## config.mk

```make
export PLATFORM = sky130hd
export DESIGN_NAME = i2c_slave_stretch
export DESIGN_NICKNAME = d
export VERILOG_FILES = /design/src/rtl/i2c_slave_stretch.sv
export SDC_FILE = /design/constraint.sdc
export NUM_CORES = 1
export LEC_CHECK = 0
export BUFFER_PORTS_ARGS = -buffer_cell sky130_fd_sc_hd__buf_2
export CAP_MARGIN = 20
export CORE_UTILIZATION = 56
export DETAILED_ROUTE_END_ITERATION = 8
export HOLD_SLACK_MARGIN = 0.1
export PLACE_DENSITY = 0.8
export SLEW_MARGIN = 20
export SYNTH_ARGS = -nofsm -noshare
export SYNTH_HDL_FRONTEND = slang
export SYNTH_SLANG_ARGS = --single-unit
```

## constraint.sdc

```tcl
create_clock -name clk -period 2.8 [get_ports clk]
set_input_delay 0.56 -clock clk [delete_from_list [all_inputs] [get_ports clk]]
set_output_delay 0.56 -clock clk [all_outputs]
set_load 0.01 [all_outputs]
```

## src/rtl/i2c_slave_stretch.sv

```systemverilog
// I2C slave bridging an external bus to a register file, with read-side SCL stretching.
// Define I2C_SLAVE_TIMEOUT_EN to abort a transaction after 2^20-1 clk of SCL held low.
module i2c_slave_stretch #(
    parameter int unsigned ADDR_BYTES     = 1,
    parameter int unsigned DATA_BYTES     = 2,
    parameter int unsigned REG_ADDR_WIDTH = 8 * ADDR_BYTES,
    parameter int unsigned REG_DATA_WIDTH = 8 * DATA_BYTES,
    parameter int unsigned FILTER_LEN     = 3
) (
    input  logic                      clk,
    input  logic                      reset,
    input  logic                      open_drain,
    input  logic                      sda_in,
    output logic                      sda_out,
    output logic                      sda_oen,
    input  logic                      scl_in,
    output logic                      scl_out,
    output logic                      scl_oen,
    input  logic [6:0]                chip_addr,
    input  logic [6:0]                addr_mask,
    output logic [REG_ADDR_WIDTH-1:0] reg_addr,
    output logic                      wr_en,
    output logic [REG_DATA_WIDTH-1:0] wr_data,
    output logic                      rd_req,
    input  logic                      rd_ack,
    input  logic [REG_DATA_WIDTH-1:0] rd_data,
    output logic                      busy,
    output logic                      done,
    output logic                      nack_err
);

    typedef enum logic [2:0] {
        StIdle, StAddr, StAck, StRx, StWrite, StRdReq, StTx, StChkAck
    } state_e;

    // Index 0 is SDA, index 1 is SCL.
    logic [1:0]      sync1_q, sync2_q, filt_q, flip;
    logic [1:0][3:0] fcnt_q;

    always_comb begin
        for (int i = 0; i < 2; i++) begin
            flip[i] = (sync2_q[i] != filt_q[i]) && (fcnt_q[i] == 4'(FILTER_LEN - 1));
        end
    end

    always_ff @(posedge clk) begin
        if (!reset) begin
            sync1_q <= 2'b11;
            sync2_q <= 2'b11;
            filt_q  <= 2'b11;
            fcnt_q  <= '0;
        end else begin
            sync1_q <= {scl_in, sda_in};
            sync2_q <= sync1_q;
            for (int i = 0; i < 2; i++) begin
                if (sync2_q[i] == filt_q[i] || flip[i]) begin
                    fcnt_q[i] <= '0;
                end else begin
                    fcnt_q[i] <= fcnt_q[i] + 4'd1;
                end
                if (flip[i]) begin
                    filt_q[i] <= sync2_q[i];
                end
            end
        end
    end

    logic sda_f, scl_f, start_evt, stop_evt, scl_rise, scl_fall;
    assign sda_f     = filt_q[0];
    assign scl_f     = filt_q[1];
    assign start_evt = flip[0] && sda_f && scl_f;
    assign stop_evt  = flip[0] && !sda_f && scl_f;
    assign scl_rise  = flip[1] && !scl_f;
    assign scl_fall  = flip[1] && scl_f;

    state_e                    state_q, state_d;
    logic [6:0]                shift_q, shift_d;
    logic [2:0]                bit_cnt_q, bit_cnt_d, byte_cnt_q, byte_cnt_d;
    logic [REG_DATA_WIDTH-1:0] word_q, word_d;
    logic [REG_ADDR_WIDTH-1:0] ptr_q, ptr_d, reg_addr_q, reg_addr_d;
    logic                      rw_q, rw_d, matched_q, matched_d, addr_done_q, addr_done_d;
    logic                      phase_q, phase_d, nack_err_q, nack_err_d, done_q, done_d;
    logic [7:0]                rx_byte;
    logic                      timeout;

`ifdef I2C_SLAVE_TIMEOUT_EN
    logic [19:0] to_cnt_q;
    assign timeout = &to_cnt_q;

    always_ff @(posedge clk) begin
        if (!reset || !busy || scl_f) begin
            to_cnt_q <= '0;
        end else if (!timeout) begin
            to_cnt_q <= to_cnt_q + 20'd1;
        end
    end
`else
    assign timeout = 1'b0;
`endif

    assign rx_byte = {shift_q, sda_f};

    always_comb begin
        state_d     = state_q;
        shift_d     = shift_q;
        bit_cnt_d   = bit_cnt_q;
        byte_cnt_d  = byte_cnt_q;
        word_d      = word_q;
        ptr_d       = ptr_q;
        reg_addr_d  = reg_addr_q;
        rw_d        = rw_q;
        matched_d   = matched_q;
        addr_done_d = addr_done_q;
        phase_d     = phase_q;
        nack_err_d  = nack_err_q;
        done_d      = 1'b0;
        if (start_evt) begin
            state_d     = StAddr;
            bit_cnt_d   = '0;
            byte_cnt_d  = '0;
            nack_err_d  = 1'b0;
            matched_d   = 1'b0;
            addr_done_d = 1'b0;
            phase_d     = 1'b0;
        end else if (stop_evt) begin
            state_d   = StIdle;
            done_d    = matched_q;
            matched_d = 1'b0;
            phase_d   = 1'b0;
        end else if (timeout) begin
            state_d   = StIdle;
            done_d    = 1'b1;
            matched_d = 1'b0;
            phase_d   = 1'b0;
        end else begin
            case (state_q)
                StIdle: ;
                StAddr: begin
                    if (scl_rise) begin
                        shift_d = rx_byte[6:0];
                        if (bit_cnt_q == 3'd7) begin
                            bit_cnt_d = '0;
                            if (((rx_byte[7:1] ^ chip_addr) & ~addr_mask) == 7'd0) begin
                                state_d   = StAck;
                                rw_d      = rx_byte[0];
                                matched_d = 1'b1;
                                phase_d   = 1'b0;
                            end else begin
                                state_d = StIdle;
                            end
                        end else begin
                            bit_cnt_d = bit_cnt_q + 3'd1;
                        end
                    end
                end
                // phase 0: wait for the fall ending bit 8; phase 1: SDA held low.
                StAck: begin
                    if (scl_fall) begin
                        if (!phase_q) begin
                            phase_d = 1'b1;
                        end else begin
                            phase_d   = 1'b0;
                            bit_cnt_d = '0;
                            if (rw_q) begin
                                state_d    = StRdReq;
                                byte_cnt_d = '0;
                            end else begin
                                state_d = StRx;
                            end
                        end
                    end
                end
                StRx: begin
                    if (scl_rise) begin
                        shift_d = rx_byte[6:0];
                        if (bit_cnt_q == 3'd7) begin
                            bit_cnt_d = '0;
                            if (!addr_done_q) begin
                                ptr_d   = (ptr_q << 8) | REG_ADDR_WIDTH'(rx_byte);
                                state_d = StAck;
                                if (byte_cnt_q == 3'(ADDR_BYTES - 1)) begin
                                    reg_addr_d  = ptr_d;
                                    addr_done_d = 1'b1;
                                    byte_cnt_d  = '0;
                                end else begin
                                    byte_cnt_d = byte_cnt_q + 3'd1;
                                end
                            end else begin
                                word_d = (word_q << 8) | REG_DATA_WIDTH'(rx_byte);
                                if (byte_cnt_q == 3'(DATA_BYTES - 1)) begin
                                    byte_cnt_d = '0;
                                    state_d    = StWrite;
                                end else begin
                                    byte_cnt_d = byte_cnt_q + 3'd1;
                                    state_d    = StAck;
                                end
                            end
                        end else begin
                            bit_cnt_d = bit_cnt_q + 3'd1;
                        end
                    end
                end
                StWrite: begin
                    reg_addr_d = reg_addr_q + 1'b1;
                    state_d    = StAck;
                    phase_d    = 1'b0;
                end
                // phase 1: word latched, first bit on SDA while SCL is still held.
                StRdReq: begin
                    if (!phase_q) begin
                        if (rd_ack) begin
                            word_d  = rd_data;
                            phase_d = 1'b1;
                        end
                    end else begin
                        phase_d   = 1'b0;
                        bit_cnt_d = '0;
                        state_d   = StTx;
                    end
                end
                StTx: begin
                    if (scl_fall) begin
                        word_d = word_q << 1;
                        if (bit_cnt_q == 3'd7) begin
                            bit_cnt_d = '0;
                            phase_d   = 1'b0;
                            state_d   = StChkAck;
                        end else begin
                            bit_cnt_d = bit_cnt_q + 3'd1;
                        end
                    end
                end
                // ACK is sampled on the rise but acted on at the fall, so SDA only moves with SCL low.
                StChkAck: begin
                    if (!phase_q) begin
                        if (scl_rise) begin
                            if (!sda_f) begin
                                phase_d = 1'b1;
                            end else begin
                                state_d   = StIdle;
                                done_d    = 1'b1;
                                matched_d = 1'b0;
                                if (byte_cnt_q != 3'(DATA_BYTES - 1)) begin
                                    nack_err_d = 1'b1;
                                end
                            end
                        end
                    end else if (scl_fall) begin
                        phase_d = 1'b0;
                        if (byte_cnt_q == 3'(DATA_BYTES - 1)) begin
                            byte_cnt_d = '0;
                            reg_addr_d = reg_addr_q + 1'b1;
                            state_d    = StRdReq;
                        end else begin
                            byte_cnt_d = byte_cnt_q + 3'd1;
                            state_d    = StTx;
                        end
                    end
                end
                default: state_d = StIdle;
            endcase
        end
    end

    always_ff @(posedge clk) begin
        if (!reset) begin
            state_q     <= StIdle;
            shift_q     <= '0;
            bit_cnt_q   <= '0;
            byte_cnt_q  <= '0;
            word_q      <= '0;
            ptr_q       <= '0;
            reg_addr_q  <= '0;
            rw_q        <= 1'b0;
            matched_q   <= 1'b0;
            addr_done_q <= 1'b0;
            phase_q     <= 1'b0;
            nack_err_q  <= 1'b0;
            done_q      <= 1'b0;
        end else begin
            state_q     <= state_d;
            shift_q     <= shift_d;
            bit_cnt_q   <= bit_cnt_d;
            byte_cnt_q  <= byte_cnt_d;
            word_q      <= word_d;
            ptr_q       <= ptr_d;
            reg_addr_q  <= reg_addr_d;
            rw_q        <= rw_d;
            matched_q   <= matched_d;
            addr_done_q <= addr_done_d;
            phase_q     <= phase_d;
            nack_err_q  <= nack_err_d;
            done_q      <= done_d;
        end
    end

    logic sda_low;
    always_comb begin
        sda_low = 1'b0;
        case (state_q)
            StAck:   sda_low = phase_q;
            StRdReq: sda_low = phase_q && !word_q[REG_DATA_WIDTH-1];
            StTx:    sda_low = !word_q[REG_DATA_WIDTH-1];
            default: sda_low = 1'b0;
        endcase
    end

    assign sda_out  = open_drain ? 1'b0 : !sda_low;
    assign sda_oen  = open_drain ? !sda_low : 1'b0;
    assign scl_out  = 1'b0;
    assign scl_oen  = (state_q != StRdReq);
    assign rd_req   = (state_q == StRdReq) && !phase_q;
    assign wr_en    = (state_q == StWrite);
    assign wr_data  = word_q;
    assign reg_addr = reg_addr_q;
    assign busy     = (state_q != StIdle);
    assign done     = done_q;
    assign nack_err = nack_err_q;

endmodule

```

==> out/summary.md, run 1 <==
The run finished with clean final reports. After legalization and detailed placement, the total HPWL measured 6320 µm. Of the total power, registers draw 43.1%. Max-cap violations in this run came to 0.

The internal reg-to-reg setup slack was 0.45 ns. The number of global-route vias before repair was 3038; the highest attainable clock frequency was 404 MHz. The H-tree was split into 3 levels.

The synthesized design contains 60 register bits. The worst setup path is captured at an output port. The synthesized design contains 0 enable-type register cells.

The tools report the clock skew after layout as 0.00766 ns. The critical path startpoint was state_q[0]. The starting density of the core is 57.7%, and the switching fraction of total power is 19.2%.

Minimum clock period: 2.47 ns. The number of endpoints failing setup at the final stage came out at 0. Data on the critical path arrives at its endpoint at 1.91 ns. Fraction of the yosys area taken by sequential cells: 33.0%. After clock tree synthesis, the flow added hold-fix buffers numbering 0. The tools report the startpoint type of the worst setup path as a flop. In this run the standard cell core region covers 6310 µm².

The max-slew violation total from the final report was 0. Setup repair after global routing left no endpoint under its margin. After detailed routing, the number of vias per cell comes to 6.11. The clock power share came out at 53.6%. In this run the worst setup path terminates at sda_oen.

The tools report the relative slew slack as 32.2%. The critical path is of the flop to output port type. For the antenna diode instance count, the log shows 0. The remaining global-route overflow is 0. Before CTS, the worst setup slack after placement is 0.523 ns. In the final timing run, aggregate negative setup slack is 0 ns.

The tools report the number of instances resized during post-cts repair as 0. After clock tree synthesis, the clock-pin slew on the worst setup and hold paths is 0.06 ns. The overall via count from detail_route was 3602. In this run, the number of DRC markers left after iteration 0 of detailed routing was 340.

The later pin in the worst-skew pair is clocked with a latency of 0.34 ns. The number of placed instances, taps included, is 575. For the data required time at the worst endpoint, the log shows 2.24 ns. The power per unit of standard cell area works out to 467 nW/µm².

TritonCTS built the clock tree. The run gives 0 as the number of warning messages in the yosys log. For this run, the leading register cell type out of synthesis is sky130_fd_sc_hd__dfxtp_1. The number of clock buffers added by TritonCTS is 9. The first detailed-routing pass took 6 iterations. The post-layout net count came out at 555. Cell internal power was estimated by the tool at 0.00161 W. The routed length per placed instance is 15.4 µm.

The finished layout holds 590 standard cells, fillers aside. The worst reg2reg path depth is 4, and the power after layout is 0.00200 W. Vertical die dimension: 82.7 µm. The leakage power total is 1.75 nW, and the number of instances in the synthesized netlist is 447. The standard-cell row count came out at 29. Of all nets on the critical path, the largest fanout is 20. Fill cells in the final layout number 574.

During I/O placement, the number of pins put on the boundary was 69. The root buffer cell chosen for the clock tree is sky130_fd_sc_hd__clkbuf_8. At the pin with the least slew margin, the transition time is 1.01 ns. For the count of endpoints failing hold in the final timing report, the log shows 0.

The share of final-layout standard cells stronger than drive strength 1 was 22.4%. Total DRC errors in the routed layout: 0. The combinational group share of total power was 3.3%; the multi-input combinational cell area was 2200 µm². The first-pass GRT wire length came out at 14200 µm.

Entering global routing, the biggest net connects 33 pins. The number of antenna violations at the first check in global routing is 0, and the post-CTS setup repair buffer count is 0. Summed over all nets, the switching power comes to 0.000384 W. Dividing the synthesized area by the synthesized cell count gives 8.15 µm².

For the final worst-path setup slack, the log shows 0.326 ns. Compared with the post-synthesis result, the final layout area differs by 17.4%. The die covers 6830 µm². The tools report the total wire length as 9080 µm. Across the VDD grid, the largest voltage drop is 388 µV.

The worst register-to-register path ends at wr_data[14]. The fraction of registers with async set/reset came out at 0%. Post-route antenna net violation count: 0. Global routing used 27.3% of the available tracks.

Synthesis instantiated 61 different standard cells from the library. The tools report the final estimated routing congestion in global placement as 0.871. In this run the cell area of the synthesized design comes to 3640 µm². The die is 82.7 µm wide. After layout, the worst path uses 88.4% of the clock period. The worst register-to-register path begins at state_q[0].

The worst hold path belongs to the class primary input to flop. The clock passes through at most 2 buffers. Across the whole layout, storage elements account for 1200 µm².

For this design, the sink count on the clock tree is 60. The number of buffers added on ports was 67; the post-synthesis net count was 493. For the worst hold margin, the log shows 0.403 ns.
==> per-stage QoR <==
stage / utilization (%) / cell area, µm²
floorplan: - / 3640
global placement: 63.5 / 4010
detailed placement: 63.5 / 4010
CTS: 67.8 / 4280
global route: 67.8 / 4280
finish: 67.8 / 4280
==> logic make-up after synthesis <==
group | count (synthesis) | share of synthesized area, %
simple gates | 180 | 27.5
compound gates | 124 | 22.7
flops | 60 | 33.0
buf+inv | 47 | 6.80
mux | 13 | 3.61
xor+xnor | 12 | 2.88
fa+ha+maj | 10 | 3.43
other cells | 1 | 0.103
==> cells in the mapped netlist (4+ instances only) <==
cell type	number	area share, %
sky130_fd_sc_hd__a21oi_1	45	6.2
sky130_fd_sc_hd__a22o_1	4	0.96
sky130_fd_sc_hd__a22oi_1	14	2.9
sky130_fd_sc_hd__a311oi_1	8	1.9
sky130_fd_sc_hd__a31oi_1	4	0.69
sky130_fd_sc_hd__and3_1	5	0.86
sky130_fd_sc_hd__and3b_1	4	0.96
sky130_fd_sc_hd__and4_1	12	2.9
sky130_fd_sc_hd__buf_2	7	0.96
sky130_fd_sc_hd__buf_4	4	0.82
sky130_fd_sc_hd__clkbuf_1	15	1.5
sky130_fd_sc_hd__clkbuf_8	4	1.5
sky130_fd_sc_hd__dfxtp_1	60	33
sky130_fd_sc_hd__ha_1	10	3.4
sky130_fd_sc_hd__inv_1	15	1.5
sky130_fd_sc_hd__mux2i_1	12	3.3
sky130_fd_sc_hd__nand2_1	36	3.7
sky130_fd_sc_hd__nand2b_1	12	2.1
sky130_fd_sc_hd__nand3_1	9	1.2
sky130_fd_sc_hd__nand4_1	9	1.5
sky130_fd_sc_hd__nor2_1	42	4.3
sky130_fd_sc_hd__nor2b_1	7	1.2
sky130_fd_sc_hd__nor3_1	16	2.2
sky130_fd_sc_hd__nor3b_1	4	0.82
sky130_fd_sc_hd__o21ai_0	13	1.8
sky130_fd_sc_hd__o31ai_1	4	0.82
sky130_fd_sc_hd__or4_1	4	0.82
sky130_fd_sc_hd__xnor2_1	6	1.4
sky130_fd_sc_hd__xor2_1	6	1.4
==> sequential cells by signal, indices dropped and copies added (netlist names), 2 cells and up <==
name        cells
wr_data        16
sync1_q         2
shift_q         7
bit_cnt_q       3
fcnt_q          8
state_q         3
byte_cnt_q      3
reg_addr        8
filt_q          2
sync2_q         2
==> layout make-up <==
type	instances	area share, %
clock inverter	4	2.81
inverter	15	1.32
multi-input combinational	340	51.4
clock buffer	11	3.54
timing repair buffer	83	10.6
tap	77	2.25
sequential	60	28.1
==> worst min-delay path by stage <==
stage                  to  startpoint  cells past startpoint  slack [ns]
6_report       sync1_q[1]      scl_in                      2        0.40
4_1_cts        sync1_q[1]      scl_in                      2        0.40
3_3_place_gp   sync2_q[0]  sync1_q[0]                      1        0.39
3_5_place_dp   sync2_q[1]  sync1_q[1]                      1        0.39
2_1_floorplan  sync2_q[0]  sync1_q[0]                      1        0.39
5_1_grt        sync1_q[1]      scl_in                      2        0.40
==> layout by cell type, fill, tap and decap left out, types with 4 or more instances in the layout <==
cell / instances
sky130_fd_sc_hd__bufinv_16: 4
sky130_fd_sc_hd__ha_1: 10
sky130_fd_sc_hd__buf_4: 16
sky130_fd_sc_hd__o31ai_1: 4
sky130_fd_sc_hd__mux2i_1: 12
sky130_fd_sc_hd__nor2_1: 42
sky130_fd_sc_hd__o21ai_0: 13
sky130_fd_sc_hd__buf_2: 67
sky130_fd_sc_hd__a22o_1: 4
sky130_fd_sc_hd__a21oi_1: 44
sky130_fd_sc_hd__or4_1: 4
sky130_fd_sc_hd__clkbuf_8: 11
sky130_fd_sc_hd__dfxtp_1: 60
sky130_fd_sc_hd__and3_1: 5
sky130_fd_sc_hd__xor2_1: 6
sky130_fd_sc_hd__nor3_1: 16
sky130_fd_sc_hd__xnor2_1: 6
sky130_fd_sc_hd__nor3b_1: 4
sky130_fd_sc_hd__nand2b_1: 12
sky130_fd_sc_hd__a31oi_1: 4
sky130_fd_sc_hd__inv_1: 15
sky130_fd_sc_hd__nand3_1: 9
sky130_fd_sc_hd__nor2b_1: 7
sky130_fd_sc_hd__a22oi_1: 14
sky130_fd_sc_hd__and3b_1: 4
sky130_fd_sc_hd__and4_1: 12
sky130_fd_sc_hd__nand2_1: 36
sky130_fd_sc_hd__a311oi_1: 8
sky130_fd_sc_hd__nand4_1: 9
==> worst max-delay path, stage by stage, from the launching register on <==
cell and delay [ns]:
sky130_fd_sc_hd__dfxtp_1 0.74, sky130_fd_sc_hd__nor2b_1 0.25, sky130_fd_sc_hd__a21oi_1 0.09, sky130_fd_sc_hd__nor3b_1 0.26, sky130_fd_sc_hd__a311oi_1 0.08, sky130_fd_sc_hd__buf_2 0.15
==> power by group through the flow <==
stage / logic (W) / registers, W / clock network (W)
after CTS: 0.0000672 / 0.000860 / 0.00107
final: 0.0000669 / 0.000860 / 0.00107
after detailed placement: 0.0000667 / 0.000880 / 0
after global routing: 0.0000738 / 0.000860 / 0.00113
after global placement: 0.0000650 / 0.000879 / 0
after floorplan: 0.0000324 / 0.000879 / 0
==> layer usage <==
metal	global-route usage, %	wire (µm)	up-vias
met4	12.4	151	0
li1	-	-	1773
met1	37.7	4210	1675
met3	4.29	545	16
met5	0	0	-
met2	41.3	4180	138
(Power assumes the default switching activity.)
==> run 2: changes to the inputs <==
--- a/config.mk
+++ b/config.mk
@@ -5,12 +5,15 @@
 export SDC_FILE = /design/constraint.sdc
 export NUM_CORES = 1
 export LEC_CHECK = 0
+export ABC_AREA = 1
 export BUFFER_PORTS_ARGS = -buffer_cell sky130_fd_sc_hd__buf_2
 export CAP_MARGIN = 20
 export CORE_UTILIZATION = 56
+export CTS_CLUSTER_DIAMETER = 30
 export DETAILED_ROUTE_END_ITERATION = 8
+export GPL_TIMING_DRIVEN = 0
 export HOLD_SLACK_MARGIN = 0.1
-export PLACE_DENSITY = 0.8
+export PLACE_DENSITY = 0.81
 export SLEW_MARGIN = 20
 export SYNTH_ARGS = -nofsm -noshare
 export SYNTH_HDL_FRONTEND = slang
==> out/summary.md, run 2 <==
The clock transition at the registers of the reported paths works out to 0.08 ns (was 0.06 ns). The endpoint of the worst hold path is sync1_q[1] (unchanged). The critical path class is flop to output port (unchanged).

Post-layout net count: 653 (was 555). The post-route antenna net violation count came out at 0 (unchanged). The horizontal die dimension works out to 81.3 µm (was 82.7 µm).

TritonCTS built the clock tree. The leakage power total was 2.03 nW (was 1.75 nW). The startpoint type of the worst setup path was a flop (unchanged).

The hold-critical path depth was 2 (unchanged); the post-route non-filler standard cell count was 687 (was 590). The post-CTS setup repair buffer count was 0 (unchanged). The signal arrival time at the worst endpoint is 1.66 ns (was 1.91 ns). The number of buffers added on ports works out to 66 (was 67).

The number of buffers added by the clock tree synthesis step is 9 (unchanged), and the clock skew after layout is 0.0106 ns (was 0.00766 ns). The critical path buffer and inverter count came out at 3 (was 1). Level count of the clock H-tree: 3 (unchanged).

The fraction of registers with async set/reset came out at 0% (unchanged). The run finished with clean final reports. The tools report the startpoint of the worst hold path as scl_in (unchanged). The run gives 58.8% (was 57.7%) as the starting density of the core. The data required time at the worst endpoint is 2.24 ns (about the same). Leading cell types in the layout, fill and taps excluded: 122 x sky130_fd_sc_hd__nand2_1, 110 x sky130_fd_sc_hd__nor2_1, 69 x sky130_fd_sc_hd__buf_2 (was 67 x sky130_fd_sc_hd__buf_2, 60 x sky130_fd_sc_hd__dfxtp_1, 44 x sky130_fd_sc_hd__a21oi_1). The cell taking the most area after synthesis was sky130_fd_sc_hd__dfxtp_1 (unchanged). The placed instance count came out at 671 (was 575).

For the die footprint, the log shows 6610 µm² (was 6830 µm²). For the final worst-path setup slack, the log shows 0.577 ns (was 0.326 ns). The worst reg2reg path depth was 14 (was 4). Highest attainable clock frequency: 450 MHz (was 404 MHz). Antenna diode instance count: 0 (unchanged). The tools report the number of warning messages in the yosys log as 0 (unchanged). The remaining global-route overflow is 0 (unchanged), and the transition at the pin with the smallest max-transition slack is 0.548 ns (was 1.01 ns).

Commonest non-fill, non-tap cell in the layout: sky130_fd_sc_hd__nand2_1 (was sky130_fd_sc_hd__buf_2). The mean number of vias per cell works out to 5.57 (was 6.11). The number of instances in the synthesized netlist was 530 (was 447); the number of enable flip-flop cells after synthesis was 0 (unchanged).

Number of antenna violations at the first check in global routing: 0 (unchanged). The run gives 0 (unchanged) as the total DRC errors in the routed layout. The tools report the final total negative setup slack as 0 ns (unchanged). The logs give 447 µV (was 388 µV) for the peak supply drop and 40 (was 61) for the number of library cell types mapped by synthesis. The tools report the sequential cell fraction of total power as 33.1% (was 43.1%). Top post-synthesis cells by area: sky130_fd_sc_hd__dfxtp_1 34%, sky130_fd_sc_hd__nand2_1 13%, sky130_fd_sc_hd__nor2_1 12%, sky130_fd_sc_hd__inv_1 5.1%, sky130_fd_sc_hd__a21oi_1 4.7% (was sky130_fd_sc_hd__dfxtp_1 33%, sky130_fd_sc_hd__a21oi_1 6.2%, sky130_fd_sc_hd__nor2_1 4.3%, sky130_fd_sc_hd__nand2_1 3.7%, sky130_fd_sc_hd__ha_1 3.4%). The max-slew violation total from the final report came out at 0 (unchanged). The netlist area before placement is 3520 µm² (was 3640 µm²). For the number of endpoints failing setup at the final stage, the log shows 0 (unchanged).

The run gives 69 (unchanged) as the number of top-level pins. The total number of cells along the worst setup path was 8 (was 5); the final estimated routing congestion in global placement was 0.963 (was 0.871). The largest stage delay on the critical path was 0.46 ns (was 0.74 ns); the sequential standard cell area was 1200 µm² (unchanged).

The slowest library cell on the worst path is sky130_fd_sc_hd__dfxtp_1 (unchanged). The number of instances resized during post-cts repair was 0 (unchanged); the total wire length was 9510 µm (was 9080 µm). The logs give 0.00194 W (was 0.00161 W) for the internal power and 5990 µm² (was 6310 µm²) for the floorplan core area. The cell at the root of the clock tree was sky130_fd_sc_hd__clkbuf_8 (unchanged). Cells along the critical path: inv_2 -> nor2_8 -> nand2_4 -> o21ai_0 -> inv_1 -> o22ai_1 -> nor2_1 -> buf_2 (was nor2b_1 -> a21oi_1 -> nor3b_1 -> a311oi_1 -> buf_2). The relative slew slack was 63.5% (was 32.2%). The pin count of the biggest net entering global routing came out at 14 (was 33). The routed length per placed instance is 13.8 µm (was 15.4 µm). The maximum net fanout on the critical path was 6 (was 20); the clock power share was 28.1% (was 53.6%). The count of endpoints failing hold in the final timing report is 0 (unchanged). The maximum buffer depth of the clock tree came out at 2 (unchanged).

Top post-synthesis cells by count: 122 x sky130_fd_sc_hd__nand2_1, 110 x sky130_fd_sc_hd__nor2_1, 60 x sky130_fd_sc_hd__dfxtp_1, 48 x sky130_fd_sc_hd__inv_1, 33 x sky130_fd_sc_hd__a21oi_1 (was 60 x sky130_fd_sc_hd__dfxtp_1, 45 x sky130_fd_sc_hd__a21oi_1, 42 x sky130_fd_sc_hd__nor2_1, 36 x sky130_fd_sc_hd__nand2_1, 16 x sky130_fd_sc_hd__nor3_1). The total global routing track utilization was 29.4% (was 27.3%). Switching fraction of total power: 40.6% (was 19.2%). The fraction of the yosys area taken by sequential cells is 34.1% (was 33.0%).

Area share of the largest cell type after synthesis: 34.1% (was 33.0%). Family with the most delay on the worst path: flip-flops (unchanged). The tools report the post-placement setup slack as 0.897 ns (was 0.523 ns). For the combinational group share of total power, the log shows 38.8% (was 3.3%). The type of the worst min-delay path was primary input to flop (unchanged).

The power per unit of standard cell area was 782 nW/µm² (was 467 nW/µm²); the number of global-route vias before repair was 3326 (was 3038). The tools report the cts-stage hold buffer count as 0 (unchanged). The area after detailed placement was 3950 µm² (was 4010 µm²); the clock latency on the worst-skew pair was 0.35 ns (was 0.34 ns).

The clock sink total came out at 60 (unchanged). The count of fill cells added during filler insertion is 556 (was 574), and the post-DP HPWL is 7120 µm (was 6320 µm). The run gives 0.00327 W (was 0.00200 W) as the power after layout. For the overall via count from detail_route, the log shows 3830 (was 3602).

The tools report the worst reg2reg path startpoint as fcnt_q[4] (was state_q[0]). The number of search-and-repair iterations in the first detailed-routing pass is 5 (was 6). The max-capacitance violation count is 0 (unchanged), and the multi-input combinational cell area is 2020 µm² (was 2200 µm²). Setup repair after global routing left no endpoint under its margin.

The final clock period utilization by the worst path works out to 79.4% (was 88.4%). The cell with the most instances after synthesis was sky130_fd_sc_hd__nand2_1 (was sky130_fd_sc_hd__dfxtp_1). For the standard-cell row count, the log shows 28 (was 29). The main flop type after synthesis was sky130_fd_sc_hd__dfxtp_1 (unchanged).

The run gives 4180 µm² (was 4280 µm²) as the final instance area. The run gives 0.00133 W (was 0.000384 W) as the net switching component of the power. Vertical die dimension: 81.3 µm (was 82.7 µm). The share of final-layout standard cells stronger than drive strength 1 is 18.8% (was 22.4%). Kind of end point of the critical path: an output port (unchanged). The first-pass GRT wire length was 14700 µm (was 14200 µm). The count of state elements after synthesis was 60 (unchanged). The minimum clock period works out to 2.22 ns (was 2.47 ns). The post-synthesis net count is 576 (was 493), and the post-synthesis average cell area is 6.65 µm² (was 8.15 µm²). The layout overhead on the synthesized area was 18.5% (was 17.4%). Destination of the worst register-to-register timing path: wr_data[14] (unchanged).

The DRC violation total after the first TritonRoute iteration was 243 (was 340). The internal reg-to-reg setup slack came out at 0.90 ns (was 0.45 ns). The flip-flop count of the largest register, all copies and words added works out to 16 (unchanged).
==> run 2: cell count changes in the layout (fill, tap and decap cells not counted), sizes merged, moves of 8 or more <==
cell    before  now
a21oi       45   33
nand2       36  127
a311oi       8    0
and4        12    0
mux2i       12    0
a22oi       14    0
nor3        16    6
nand2b      12    0
nand3        9   27
inv         15   56
o21ai       13   33
nor2        42  115
==> run 2: final cells by class <==
class / count / area share, %
Multi-Input combinational cell: 402 / 48.3
Sequential cell: 60 / 28.8
Timing Repair Buffer: 66 / 7.91
Inverter: 53 / 4.76
Clock buffer: 9 / 2.97
Clock inverter: 7 / 2.52
Buffer: 15 / 2.52
Tap cell: 75 / 2.25
==> run 2: cells by family (layout without fill, tap and decap cells) <==
| logic type | count (synthesis) | count (layout) | synth area share, % |
|---|---|---|---|
| buf+inv | 68 | 150 | 8.63 |
| flops | 60 | 60 | 34.1 |
| simple gates | 293 | 293 | 36.7 |
| xor+xnor | 7 | 7 | 1.74 |
| other cells | 1 | 1 | 0.106 |
| fa+ha+maj | 10 | 10 | 3.55 |
| compound gates | 91 | 91 | 15.1 |
==> run 2: how the worst max path moves through the flow <==
stage | start | slack, ns | to
floorplan | state_q[1] | 1.16 | sda_oen
global placement | chip_addr[5] | 0.91 | rw_q
detailed placement | chip_addr[5] | 0.90 | matched_q
CTS | state_q[1] | 0.59 | sda_out
global route | state_q[1] | 0.41 | sda_oen
finish | state_q[1] | 0.58 | sda_out
==> run 2: through the flow <==
step	hold WS (ns)	utilization, %
floorplan	0.393	-
global placement	0.393	65.9
detailed placement	0.402	65.9
CTS	0.399	69.7
global route	0.399	69.7
finish	0.405	69.7
==> run 2: per-layer routing <==
| metal | up-vias | GRT usage, % | wire, µm |
|---|---|---|---|
| met3 | 24 | 5.51 | 769 |
| met5 | - | 0 | 0 |
| met4 | 0 | 12.3 | 229 |
| met1 | 1762 | 35.8 | 4020 |
| li1 | 1873 | - | - |
| met2 | 171 | 50.3 | 4490 |
==> run 2: power by group through the flow <==
| stage | clock network (W) | registers (W) | logic (W) |
|---|---|---|---|
| floorplan | 0 | 0.00111 | 0.000889 |
| global placement | 0 | 0.00109 | 0.00123 |
| detailed placement | 0 | 0.00110 | 0.00124 |
| CTS | 0.000925 | 0.00108 | 0.00125 |
| global route | 0.000960 | 0.00110 | 0.00144 |
| finish | 0.000919 | 0.00108 | 0.00127 |
